--- src/rtl/wb_arbiter.sv ---
// ============================================================================
// wb_arbiter : register-file write-back arbiter (ALU + long-latency FIFO)
// Rev 1.0
// ============================================================================
`default_nettype none

module wb_arbiter #(
  parameter int DEPTH  = 4,
  parameter int STARVE = 3
) (
  input  logic        i_clk,
  input  logic        i_rst,
  input  logic        i_alu_v,
  input  logic [4:0]  i_alu_rd,
  input  logic [31:0] i_alu_d,
  output logic        o_alu_rdy,
  input  logic        i_mem_v,
  input  logic [4:0]  i_mem_rd,
  input  logic [31:0] i_mem_d,
  output logic        o_mem_rdy,
  output logic        o_we,
  output logic [4:0]  o_aw,
  output logic [31:0] o_d,
  output logic [31:0] o_pend
);

  localparam int unsigned      c_PTR_W    = $clog2(DEPTH);
  localparam int unsigned      c_ST_W     = (STARVE < 1) ? 1 : $clog2(STARVE + 1);
  localparam logic [c_PTR_W:0] c_CNT_ONE  = (c_PTR_W+1)'(1);
  localparam logic [c_PTR_W:0] c_CNT_FULL = (c_PTR_W+1)'(DEPTH);
  localparam logic [c_PTR_W-1:0] c_PTR_ONE = c_PTR_W'(1);
  localparam logic [c_ST_W-1:0]  c_ST_MAX  = c_ST_W'(STARVE);
  localparam logic [c_ST_W-1:0]  c_ST_ONE  = c_ST_W'(1);

  logic [4:0]         r_rd  [DEPTH];
  logic [31:0]        r_dat [DEPTH];
  logic [c_PTR_W-1:0] r_wp;
  logic [c_PTR_W-1:0] r_rp;
  logic [c_PTR_W:0]   r_cnt;
  logic [c_ST_W-1:0]  r_starve;
  logic               r_we;
  logic [4:0]         r_aw;
  logic [31:0]        r_d;

  logic [DEPTH-1:0]   w_slot_v;
  logic [DEPTH-1:0]   w_hit;
  logic               w_empty;
  logic               w_full;
  logic               w_waw;
  logic               w_fifo_pri;
  logic               w_alu_wr;
  logic               w_pop;
  logic               w_push;
  logic [31:0]        w_pend;

  // A slot is live when its distance from the read pointer is below the count.
  genvar gi;
  generate
    for (gi = 0; gi < DEPTH; gi++) begin : g_slot
      logic [c_PTR_W-1:0] w_off;
      assign w_off        = c_PTR_W'(gi) - r_rp;
      assign w_slot_v[gi] = ({1'b0, w_off} < r_cnt);
      assign w_hit[gi]    = w_slot_v[gi] && (r_rd[gi] == i_alu_rd);
    end
  endgenerate

  assign w_empty    = (r_cnt == '0);
  assign w_full     = (r_cnt == c_CNT_FULL);
  assign w_waw      = (i_alu_rd != 5'd0) && (|w_hit);
  assign w_fifo_pri = !w_empty && (w_full || (r_starve == c_ST_MAX) || w_waw);
  assign o_alu_rdy  = !w_fifo_pri && !w_waw;
  assign o_mem_rdy  = !w_full;
  assign w_alu_wr   = i_alu_v && (i_alu_rd != 5'd0) && !w_fifo_pri;
  assign w_pop      = !w_empty && !w_alu_wr;
  assign w_push     = i_mem_v && !w_full && (i_mem_rd != 5'd0);

  always_comb begin
    w_pend = '0;
    for (int i = 0; i < DEPTH; i++) begin
      if (w_slot_v[i]) w_pend[r_rd[i]] = 1'b1;
    end
    if (r_we) w_pend[r_aw] = 1'b1;
    w_pend[0] = 1'b0;
  end
  assign o_pend = w_pend;

  // Storage needs no reset: only slots covered by the count are ever observed.
  always_ff @(posedge i_clk) begin
    if (w_push) begin
      r_rd[r_wp]  <= i_mem_rd;
      r_dat[r_wp] <= i_mem_d;
    end
  end

  always_ff @(posedge i_clk or posedge i_rst) begin
    if (i_rst) begin
      r_wp     <= '0;
      r_rp     <= '0;
      r_cnt    <= '0;
      r_starve <= '0;
      r_we     <= 1'b0;
      r_aw     <= '0;
      r_d      <= '0;
    end else begin
      if (w_push) r_wp <= r_wp + c_PTR_ONE;
      if (w_pop)  r_rp <= r_rp + c_PTR_ONE;
      case ({w_push, w_pop})
        2'b10:   r_cnt <= r_cnt + c_CNT_ONE;
        2'b01:   r_cnt <= r_cnt - c_CNT_ONE;
        default: r_cnt <= r_cnt;
      endcase

      if (w_pop || w_empty)
        r_starve <= '0;
      else if (w_alu_wr && (r_starve != c_ST_MAX))
        r_starve <= r_starve + c_ST_ONE;

      r_we <= w_pop || w_alu_wr;
      if (w_pop) begin
        r_aw <= r_rd[r_rp];
        r_d  <= r_dat[r_rp];
      end else if (w_alu_wr) begin
        r_aw <= i_alu_rd;
        r_d  <= i_alu_d;
      end
    end
  end

  assign o_we = r_we;
  assign o_aw = r_aw;
  assign o_d  = r_d;

endmodule

`default_nettype wire

--- config.mk ---
export PLATFORM = sky130hd
export DESIGN_NAME = wb_arbiter
export DESIGN_NICKNAME = d
export VERILOG_FILES = /design/src/rtl/wb_arbiter.sv
export SDC_FILE = /design/constraint.sdc
export NUM_CORES = 1
export LEC_CHECK = 0
export ABC_AREA = 1
export CAP_MARGIN = 20
export CORE_ASPECT_RATIO = 0.8
export CORE_MARGIN = 10
export CORE_UTILIZATION = 45
export DETAILED_ROUTE_END_ITERATION = 16
export PLACE_DENSITY = 0.78
export SYNTH_ARGS = -nofsm -noshare
export SYNTH_HDL_FRONTEND = slang
export SYNTH_SLANG_ARGS = --single-unit
--- constraint.sdc ---
create_clock -name i_clk -period 3.04 [get_ports i_clk]
set_clock_uncertainty 0.2 [all_clocks]
set_input_delay 0.608 -clock i_clk [delete_from_list [all_inputs] [get_ports i_clk]]
set_output_delay 0.608 -clock i_clk [all_outputs]
set_load 0.02 [all_outputs]
Yosys cells after proc, flatten, opt, wreduce, memory -nomap -nowiden --
Memories as Yosys holds them, arrays and structs flattened. Index checks and enable logic that the tools add are counted.
Operators by class: mux-type cells 24, bitwise gates (word level) 4, equal/unequal tests 9, $add $sub $neg 9, reductions and logical operators 34, $lt $le $gt $ge 14
Operator list (count):
- $mux W32 | 7
- $or A32 B32 Y32 | 4
- $lt A5 B6 Y1 const B | 5
- $demux W1 S5 | 5
- $ge A5 B1 Y1 const B | 5
- $eq A5 B5 Y1 | 4
- $logic_and A1 B1 Y1 | 18
- $lt A2 B3 Y1 | 4
- $mux W5 | 2
- $reduce_bool A5 Y1 | 2
- $mux W1 | 7
- $add A2 B1 Y2 const B | 3
- $pmux W3 S2 | 1
- $reduce_bool A2 Y1 | 3
- $logic_not A1 Y1 | 5
- $eq A2 B2 Y1 const B | 2
- $logic_or A1 B1 Y1 | 4
- $mux W2 | 2
- $reduce_or A4 Y1 | 1
- $sub A1 B2 Y2 const A | 2
- $sub A2 B2 Y2 const A | 2
- $add A3 B1 Y3 const B | 1
- $eq A3 B3 Y1 const B | 1
- $logic_not A3 Y1 | 1
- other kinds (3) | 3
Storage, ports and cells: input bits 78, memories kept 2, output and inout port bits 72, bits in writable memories 148, word-level logic and storage cells 103, register bits 47
Memory list:
- r_dat | depth 4, bits a word 32, read ports 1, clocked after memory_dff 0, wr ports 1, line 36 | logic [31:0] r_dat [DEPTH];
- r_rd | depth 4, bits a word 5, read ports 5, clocked after memory_dff 0, wr ports 1, line 35 | logic [4:0] r_rd [DEPTH];

Logic depth before layout (Yosys ltp) --
An unclocked memory read counts as a cell.
depth in word-level cells 14, depth in mapped cells 20, gate-level depth less buffers 18

Worst setup path before layout --
No wires, ideal clock.
path kind reg-to-reg, start register r_rp[1], end register r_cnt[2], stages on the path, launching flop included 21, library setup time 0.131 ns, setup slack -0.156 ns, arrival 2.865 ns, cells stage by stage dfrtp_1 > buf_2 > inv_1 > nand2_1 > nand2_1 > inv_1 > ha_1 > nand3_1 > nand2_2 > nor2_1 > nand2_1 > nand2_1 > o21bai_2 > a31oi_1 > buf_2 > ha_1 > inv_1 > fa_1 > a21oi_1 > o21ai_0 > xor2_1
Between the ends: word-level cells in the longest chain between the ends 13
RTL lines:
- start: declaration | line 38 | logic [c_PTR_W-1:0] r_rp;
- start signal: assignment | line 106 | if (w_pop) r_rp <= r_rp + c_PTR_ONE;
- $sub A1 B2 Y2 / $sub A2 B2 Y2 (equally long branches) | line 61 | assign w_off = c_PTR_W'(gi) - r_rp;
- $lt A2 B3 Y1 | line 62 | assign w_slot_v[gi] = ({1'b0, w_off} < r_cnt);
- $logic_and A1 B1 Y1 | line 63 | assign w_hit[gi] = w_slot_v[gi] && (r_rd[gi] == i_alu_rd);
- $reduce_or A4 Y1 * | line 69 | assign w_waw = (i_alu_rd != 5'd0) && (|w_hit);
- $logic_and A1 B1 Y1 * | line 69
- $logic_or A1 B1 Y1 * | line 70 | assign w_fifo_pri = !w_empty && (w_full || (r_starve == c_ST_MAX) || w_waw);
- $logic_and A1 B1 Y1 * | line 70
- $logic_not A1 Y1 * | line 73 | assign w_alu_wr = i_alu_v && (i_alu_rd != 5'd0) && !w_fifo_pri;
- $logic_and A1 B1 Y1 * | line 73
- $logic_not A1 Y1 * | line 74 | assign w_pop = !w_empty && !w_alu_wr;
- $logic_and A1 B1 Y1 * | line 74
- $eq A2 B1 Y1 / $eq A2 B2 Y1 (equally long branches) | line 107 | case ({w_push, w_pop})
- $pmux W3 S2 / $reduce_bool A2 Y1 (equally long branches)
- end signal: assignment | line 108 | 2'b10: r_cnt <= r_cnt + c_CNT_ONE;
- end signal: assignment | line 109 | 2'b01: r_cnt <= r_cnt - c_CNT_ONE;
- end signal: assignment | line 110 | default: r_cnt <= r_cnt;
- end: declaration | line 39 | logic [c_PTR_W:0] r_cnt;
Every way passes the cells marked *; elsewhere a longest branch is shown, timed or not. A chain may end at the register's enable or synchronous reset.

Final worst setup path --
start register r_rp[1], end output o_pend[8]
Between the ends: word-level cells in the longest chain between the ends 11
RTL lines:
- $sub A1 B2 Y2 | line 61
- $lt A2 B3 Y1 | line 62
- $mux W32 | line 80 | if (w_slot_v[i]) w_pend[r_rd[i]] = 1'b1;
- $or A32 B32 Y32 (no source line)
- $mux W32 | line 80
- $or A32 B32 Y32 (no source line)
- $mux W32 | line 80
- $or A32 B32 Y32 (no source line)
- $mux W32 * | line 80
- $or A32 B32 Y32 (no source line)
- $mux W32 * | line 82 | if (r_we) w_pend[r_aw] = 1'b1;
- end: declaration | line 24 | output logic [31:0] o_pend
Marks and branches as above.

==> metrics.md <==
| Metric | Value |
|---|---|
| Hold depth | 1 |
| Drt wl/cell | 20.9 µm |
| P_sw | 5.94 mW |
| Clk network pwr share | 16.2% |
| # DRC | 0 |
| Yosys warning count | 0 |
| Vias in the first global route | 8521 |
| Sw frac | 43.1% |
| Hold Path Origin | r_starve[0]$_DFFE_PP0P_ |
| Pwr per Cell Area | 1030 mW/mm² |
| Final Setup Violations | 33 |
| P_leak | 5.44 nW |
| Multi-input gate area | 0.00396 mm² |
| Worst Reg-to-Reg Cells | 18 |
| Comb pwr share | 54.4% |
| Worst-path clk slew | 0.08 ns |
| Outcome | complete, but fails checks |
| Overall routed net length | 31100 µm |
| Fin crit period | 3.27 ns |
| Arrival @ worst endpoint | 2.46 ns |
| Int Pwr | 7.84 mW |
| Post-synth ARST share | 24.1% |
| Clock sinks | 195 |
| Vias per inst | 5.69 |
| TritonCTS clock tree | done |
| Initial DRC Count | 788 |
| Initial DRT Pass Iterations | 5 |
| CP max FO | 5 |
| Nets@finish | 1296 |
| Final setup margin | -0.228 ns |
| Hold Buf Count CTS | 0 |
| Dpl hpwl | 20100 µm |
| CTS H-tree depth | 4 |
| Initial antenna violation count | 1 |
| Ys flop type | edfxtp_1 |
| Violated checks | setup timing |
| GRT Total Usage | 22.0% |
| Syn Area/Cell | 9.79 µm² |
| Post-route cell area | 0.0134 mm² |
| Setup crit end kind | output port |
| Die ar. | 0.0274 mm² |
| First-pass GRT wire length | 47500 µm |
| Register area share after synthesis | 59.1% |
| Seq pwr share | 29.4% |
| Top Ports | 150 |
| Max Slew Vio Count | 0 |
| F_max | 306 MHz |
| Synth unique cells | 37 |
| Worst reg2reg startpoint | r_rp[1]$_DFFE_PP0N_ |
| Peak supply drop | 0.000589 V |
| Worst skew pair latency | 0.44 ns |
| Die Width | 182 µm |
| Final Util | 64.9% |
| Reg area | 0.00562 mm² |
| Post-DP Area | 0.0120 mm² |
| Via count | 8484 |
| CTS buffer count | 17 |
| Post-synth EDFFs | 148 |
| WP data required | 2.23 ns |
| Worst R2R End | r_cnt[2]$_DFFE_PP0P_ |
| Layout area overhead | 41.4% |
| Max-cap violations | 0 |
| Port Buffers | 148 |
| RSZ-0062 raised after global routing | yes |
| Root Driver | clkbuf_16 |
| Hold WC Path Type | flop to flop |
| Rows | 47 |
| Share of cells above drive strength 1 | 24.3% |
| Flops & latches, synth | 195 |
| Largest net degree at the start of global routing | 38 |
| Cells after Synth | 971 |
| CP Class | flop to output port |
| Min-Delay Endpoint | r_starve[0]$_DFFE_PP0P_ |
| Period utilization | 107% |
| Initial Utilization | 45.9% |
| Max clock buf depth | 2 |
| R2R setup slack | -0.09 ns |
| Endpoints failing hold | 0 |
| Startpoint Class | flop |
| Core ar. | 0.0207 mm² |
| Syn nets | 1060 |
| Routed Antenna Nets | 0 |
| Worst Tran Pin Value | 1.07 ns |
| Fillers | 1555 |
| Post-Syn Area | 0.00950 mm² |
| Gp weighted congestion | 0.947 |
| Die Ht | 150 µm |
| GRT overflow | 0 |
| Max_slew headroom | 28.5% |
-- per-stage QoR --
step / total power, mW / setup WS, ns / std cells / hold WS [ns] / setup TNS [ns]
after floorplan: 7.51 / -0.125 / 971 / 0.209 / -18.54
after global placement: 10.3 / -0.453 / 1440 / 0.225 / -13.48
after detailed placement: 10.4 / -0.495 / 1440 / 0.224 / -13.56
after CTS: 13.3 / -0.151 / 1487 / 0.240 / -3.51
after global routing: 14.5 / -0.321 / 1489 / 0.282 / -8.18
final: 13.8 / -0.228 / 1490 / 0.245 / -5.08
-- worst max-delay path by stage --
stage	startpoint	endpoint	slack (ns)	cells past startpoint
detailed placement	i_alu_rd[2]	r_cnt[2]$_DFFE_PP0P_	-0.49	16
global route	r_rp[1]$_DFFE_PP0N_	o_pend[8]	-0.32	11
floorplan	r_cnt[0]$_DFFE_PP0P_	r_dat[0][0]$_DFFE_PP_	-0.12	4
finish	r_rp[1]$_DFFE_PP0N_	o_pend[8]	-0.23	11
global placement	i_alu_rd[2]	r_cnt[2]$_DFFE_PP0P_	-0.45	16
CTS	r_rp[1]$_DFFE_PP0N_	o_pend[24]	-0.15	12
-- worst max-delay path, cell delays in order, from the launching register on --
cell       delay (ns)
dfrtp_1          0.42
inv_2            0.09
buf_6            0.13
ha_4             0.27
buf_4            0.12
nand3_4          0.10
nand2_4          0.14
nor2_1           0.05
buf_4            0.16
a22oi_1          0.23
o2111ai_2        0.15
buf_6            0.16
-- area by class of cell --
class	instances	share of cell area, %
Multi-Input combinational cell	634	29.4
Timing Repair Buffer	263	18.9
Sequential cell	195	41.8
Clock buffer	17	3.16
Tap cell	269	2.50
Clock inverter	15	1.24
Inverter	96	2.89
Antenna cell	1	0.0186
-- kinds of logic after synthesis --
| family | count (synthesis) | share of synthesized area, % |
|---|---|---|
| and+or+nand+nor | 453 | 19.8 |
| buffers and inverters | 143 | 6.27 |
| xor gates and xnor gates | 19 | 1.75 |
| DFF | 195 | 59.1 |
| adders and majority gates | 11 | 1.53 |
| AOI/OAI and AO/OA | 149 | 11.5 |
| other | 1 | 0.0395 |
-- power groups by stage --
stage	clock (mW)	combinational, mW	sequential [mW]
finish	2.23	7.49	4.06
detailed placement	0	6.32	4.08
global placement	0	6.22	4.05
CTS	2.24	6.99	4.04
floorplan	0	3.21	4.30
global route	2.37	8.06	4.12
-- flip-flops by register name, indices dropped and copies added, names as in the netlist --
register  cells
o_aw          5
r_dat       128
o_we          1
o_d          32
r_rp          2
r_cnt         3
r_wp          2
r_starve      2
r_rd         20
-- cell usage in the layout (no fill, tap or decap), types with 11 or more instances in the layout --
| cell type | netlist | layout |
|---|---|---|
| buf_4 | 8 | 98 |
| o2111ai_2 | 0 | 12 |
| clkbuf_16 | 0 | 17 |
| clkdlybuf4s50_1 | 0 | 116 |
| nor2_1 | 38 | 28 |
| nand4_1 | 12 | 12 |
| a22oi_1 | 31 | 11 |
| a22oi_2 | 0 | 20 |
| nor3_1 | 49 | 42 |
| dfrtp_1 | 47 | 46 |
| a221oi_1 | 44 | 37 |
| inv_1 | 93 | 82 |
| nand2_1 | 300 | 288 |
| edfxtp_1 | 148 | 148 |
| nand3_1 | 47 | 40 |
| a21oi_1 | 40 | 36 |
| buf_6 | 1 | 37 |
-- timing repair --
action	in CTS	in global routing
gates cloned	1	0
setup buffers	15	6
pin swaps	30	23
endpoints found under the setup margin	34	71
resized for setup	263	72
-- Yosys cell counts (5+ instances only) --
library cell | instances | area, µm²
ha_1 | 10 | 125
a221oi_1 | 44 | 385
nor2_1 | 38 | 143
nor3_1 | 49 | 245
clkbuf_1 | 21 | 78.8
nand4_1 | 12 | 75.1
edfxtp_1 | 148 | 4440
xor2_1 | 9 | 78.8
o22ai_1 | 5 | 31.3
inv_1 | 93 | 349
a21oi_1 | 40 | 200
dfrtp_1 | 47 | 1180
buf_4 | 8 | 60.1
xnor2_1 | 10 | 87.6
o2111ai_1 | 15 | 131
buf_2 | 11 | 55.1
nand2_1 | 300 | 1130
a22oi_1 | 31 | 233
nand3_1 | 47 | 235
-- routing by layer --
layer	up-vias	routed length (µm)	track usage [%]
met5	-	0	0
met4	0	781	7.80
met3	70	2730	6.13
met2	454	15000	36.2
met1	4071	12600	27.2
li1	3889	-	-
(Power assumes the default switching activity.)
==> RTL change, RTL diff (same settings) <==
`DEPTH`: 4 -> 2.
--- a/src/rtl/wb_arbiter.sv
+++ b/src/rtl/wb_arbiter.sv
@@ -5,7 +5,7 @@
 `default_nettype none
 
 module wb_arbiter #(
-  parameter int DEPTH  = 4,
+  parameter int DEPTH  = 2,
   parameter int STARVE = 3
 ) (
   input  logic        i_clk,
Behaviour: not the same (a bounded check fails within 4 cycles, from zero or initial values and one cycle with i_rst high).
==> RTL change against the unedited design <==
Area after synthesis down 39%. Wire length is 43% lower. Worst hold slack better by 0.0028 ns. Via count fell by 40%. Combinational power down 48%. Sequential cell count down 77. Design area is 38% lower. Total power is 38% lower. Worst setup slack improved by 0.31 ns. Critical path type unchanged. Critical endpoint is now o_pend[6].
==> RTL change: results (changes against the unedited design) <==
Area contributors post-synth: edfxtp_1, dfrtp_1, nand2_1, mux2i_1, nand3_1
top cells by count, synth: nand2_1, edfxtp_1, inv_1, nand3_1, dfrtp_1
final wirelength: 17800 microns (-43%)
Worst Hold Class: flip-flop to flip-flop
internal reg-to-reg setup slack: 0.57 ns (+0.66 ns)
GRT Util Overall: 19.6% (-2.4 points)
WL met3: 1520 microns (-44%)
root buf cell: clkbuf_16
ANT cells: 0 (-1)
routability cong.: 0.919 (-3.0%)
vias in the first global route: 5438 (-36%)
Worst Reg-to-Reg Cells: 13 (-5)
DR iter-0 viols: 362 (-54%)
Netlist cell types: 30 (-19%)
clock-pin slew of the registers on the worst-case setup and hold paths: 0.06 ns (-0.02 ns)
pre-CTS setup slack: -0.142 ns (+0.353 ns)
Main synth FF type: edfxtp_1
Detail Placement HPWL: 12500 microns (-38%)
routed vias: 5124 (-40%)
clock latency at the later pin of the worst-skew pair: 0.41 ns (-0.03 ns)
first-pass GRT wire length: 28300 microns (-40%)
Post-synth ARST share: 37.3% (+13 points)
Tightest Pin Transition: 0.719 ns (-0.351 ns)
met1 WL: 7780 microns (-38%)
Pre-antenna DRT Iters: 5 (unchanged)
share of cells above drive strength 1: 12.3% (-12 points)
crit-path max FO: 8 (+3)
initial antenna violation count: 0 (-1)
Internal: 5.05 mW (-36%)
post-synthesis sequential area ratio: 57.2% (-1.9 points)
placed cell area: 0.00762 sq mm (-37%)
Post-synth EDFFs: 74 (-50%)
DR WL met2: 8290 microns (-45%)
P_leak: 3.78 nW (-31%)
Syn Nets: 706 (-33%)
max reg flops: 64 (-50%)
highest routing layer actually used: met4
status: complete, no violations
worst vdd ir: 0.626 mV (+6.2%)
largest net degree at the start of global routing: 45 (+18%)
nets@finish: 879 (-32%)
CP arrival: 2.15 ns (-0.31 ns)
-- RTL change: cell count changes in the layout (fill, tap and decap cells not counted), moves of 26 or more --
cell / change
dlygate4sd2_1: +26
nor3_1: -27
buf_4: -74
buf_6: -37
a21oi_1: -35
nand2_1: -59
mux2i_1: +32
edfxtp_1: -74
a221oi_1: -37
-- RTL change: metrics by stage --
step	cells	hold WS, ns	total power [mW]	util (%)
after floorplan	626	0.210	4.86	-
after global placement	952	0.220	6.41	59.9
after detailed placement	952	0.240	6.49	59.9
after CTS	984	0.248	8.53	64.8
after global routing	987	0.268	9.06	65.5
final	987	0.248	8.55	65.5
-- RTL change: per-layer routing --
metal,track usage (%),vias to the layer above
met2,32.0,230
met4,6.12,0
met5,0,-
met1,24.3,2435
met3,6.82,21
li1,-,2438
-- RTL change: cells by family (layout without fill, tap and decap cells) --
kind of cell | after synthesis | count (layout) | synth area share (%)
AND/OR/NAND/NOR | 322 | 322 | 22.6
XOR/XNOR | 4 | 4 | 0.603
adder cells (fa/ha/maj) | 2 | 2 | 0.431
multiplexers | 32 | 32 | 5.52
other | 1 | 1 | 0.0646
AO/OA/AOI/OAI | 51 | 51 | 6.36
buffers and inverters | 96 | 282 | 7.18
flip-flops | 118 | 118 | 57.2
-- RTL change: layout make-up --
type | instances | area [sq um]
fill | 992 | 4400
sequential | 118 | 3330
multi-input combinational | 412 | 2180
timing repair buffer | 176 | 1740
clock buffer | 18 | 429
inverter | 74 | 278
tap | 175 | 219
clock inverter | 14 | 166
-- RTL change: power by group through the flow --
stage / clock network [mW] / logic, mW / registers (mW)
after CTS: 2.04 / 3.86 / 2.63
after floorplan: 0 / 1.98 / 2.89
final: 2.02 / 3.89 / 2.64
after detailed placement: 0 / 3.86 / 2.63
after global routing: 2.11 / 4.25 / 2.69
after global placement: 0 / 3.79 / 2.62
-- RTL change: critical path, stage by stage, from the launching register on --
cell,delay (ns)
dfrtp_1,0.42
inv_2,0.08
nand2_1,0.11
nand2_2,0.11
nor3_1,0.15
inv_1,0.18
o21ai_0,0.30
dlygate4sd2_1,0.38
-- RTL change: final timing paths --
path	startpoint	endpoint
worst max-delay path	r_cnt[1]$_DFFE_PP0P_	o_pend[6]
worst min-delay path	r_starve[0]$_DFFE_PP0P_	r_starve[0]$_DFFE_PP0P_
worst max register to register	r_rd[1][2]$_DFFE_PP_	o_d[11]$_DFFE_PP0P_
worst min register to register	r_starve[0]$_DFFE_PP0P_	r_starve[0]$_DFFE_PP0P_
max in group asynchronous	i_rst	o_aw[4]$_DFFE_PP0P_
min in group asynchronous	i_rst	o_d[8]$_DFFE_PP0P_
-- RTL change: repair_timing --
item,in CTS,in global routing
gates cloned,0,0
gates resized for setup,40,16
setup buffers,0,1
setup endpoints to repair,32,15
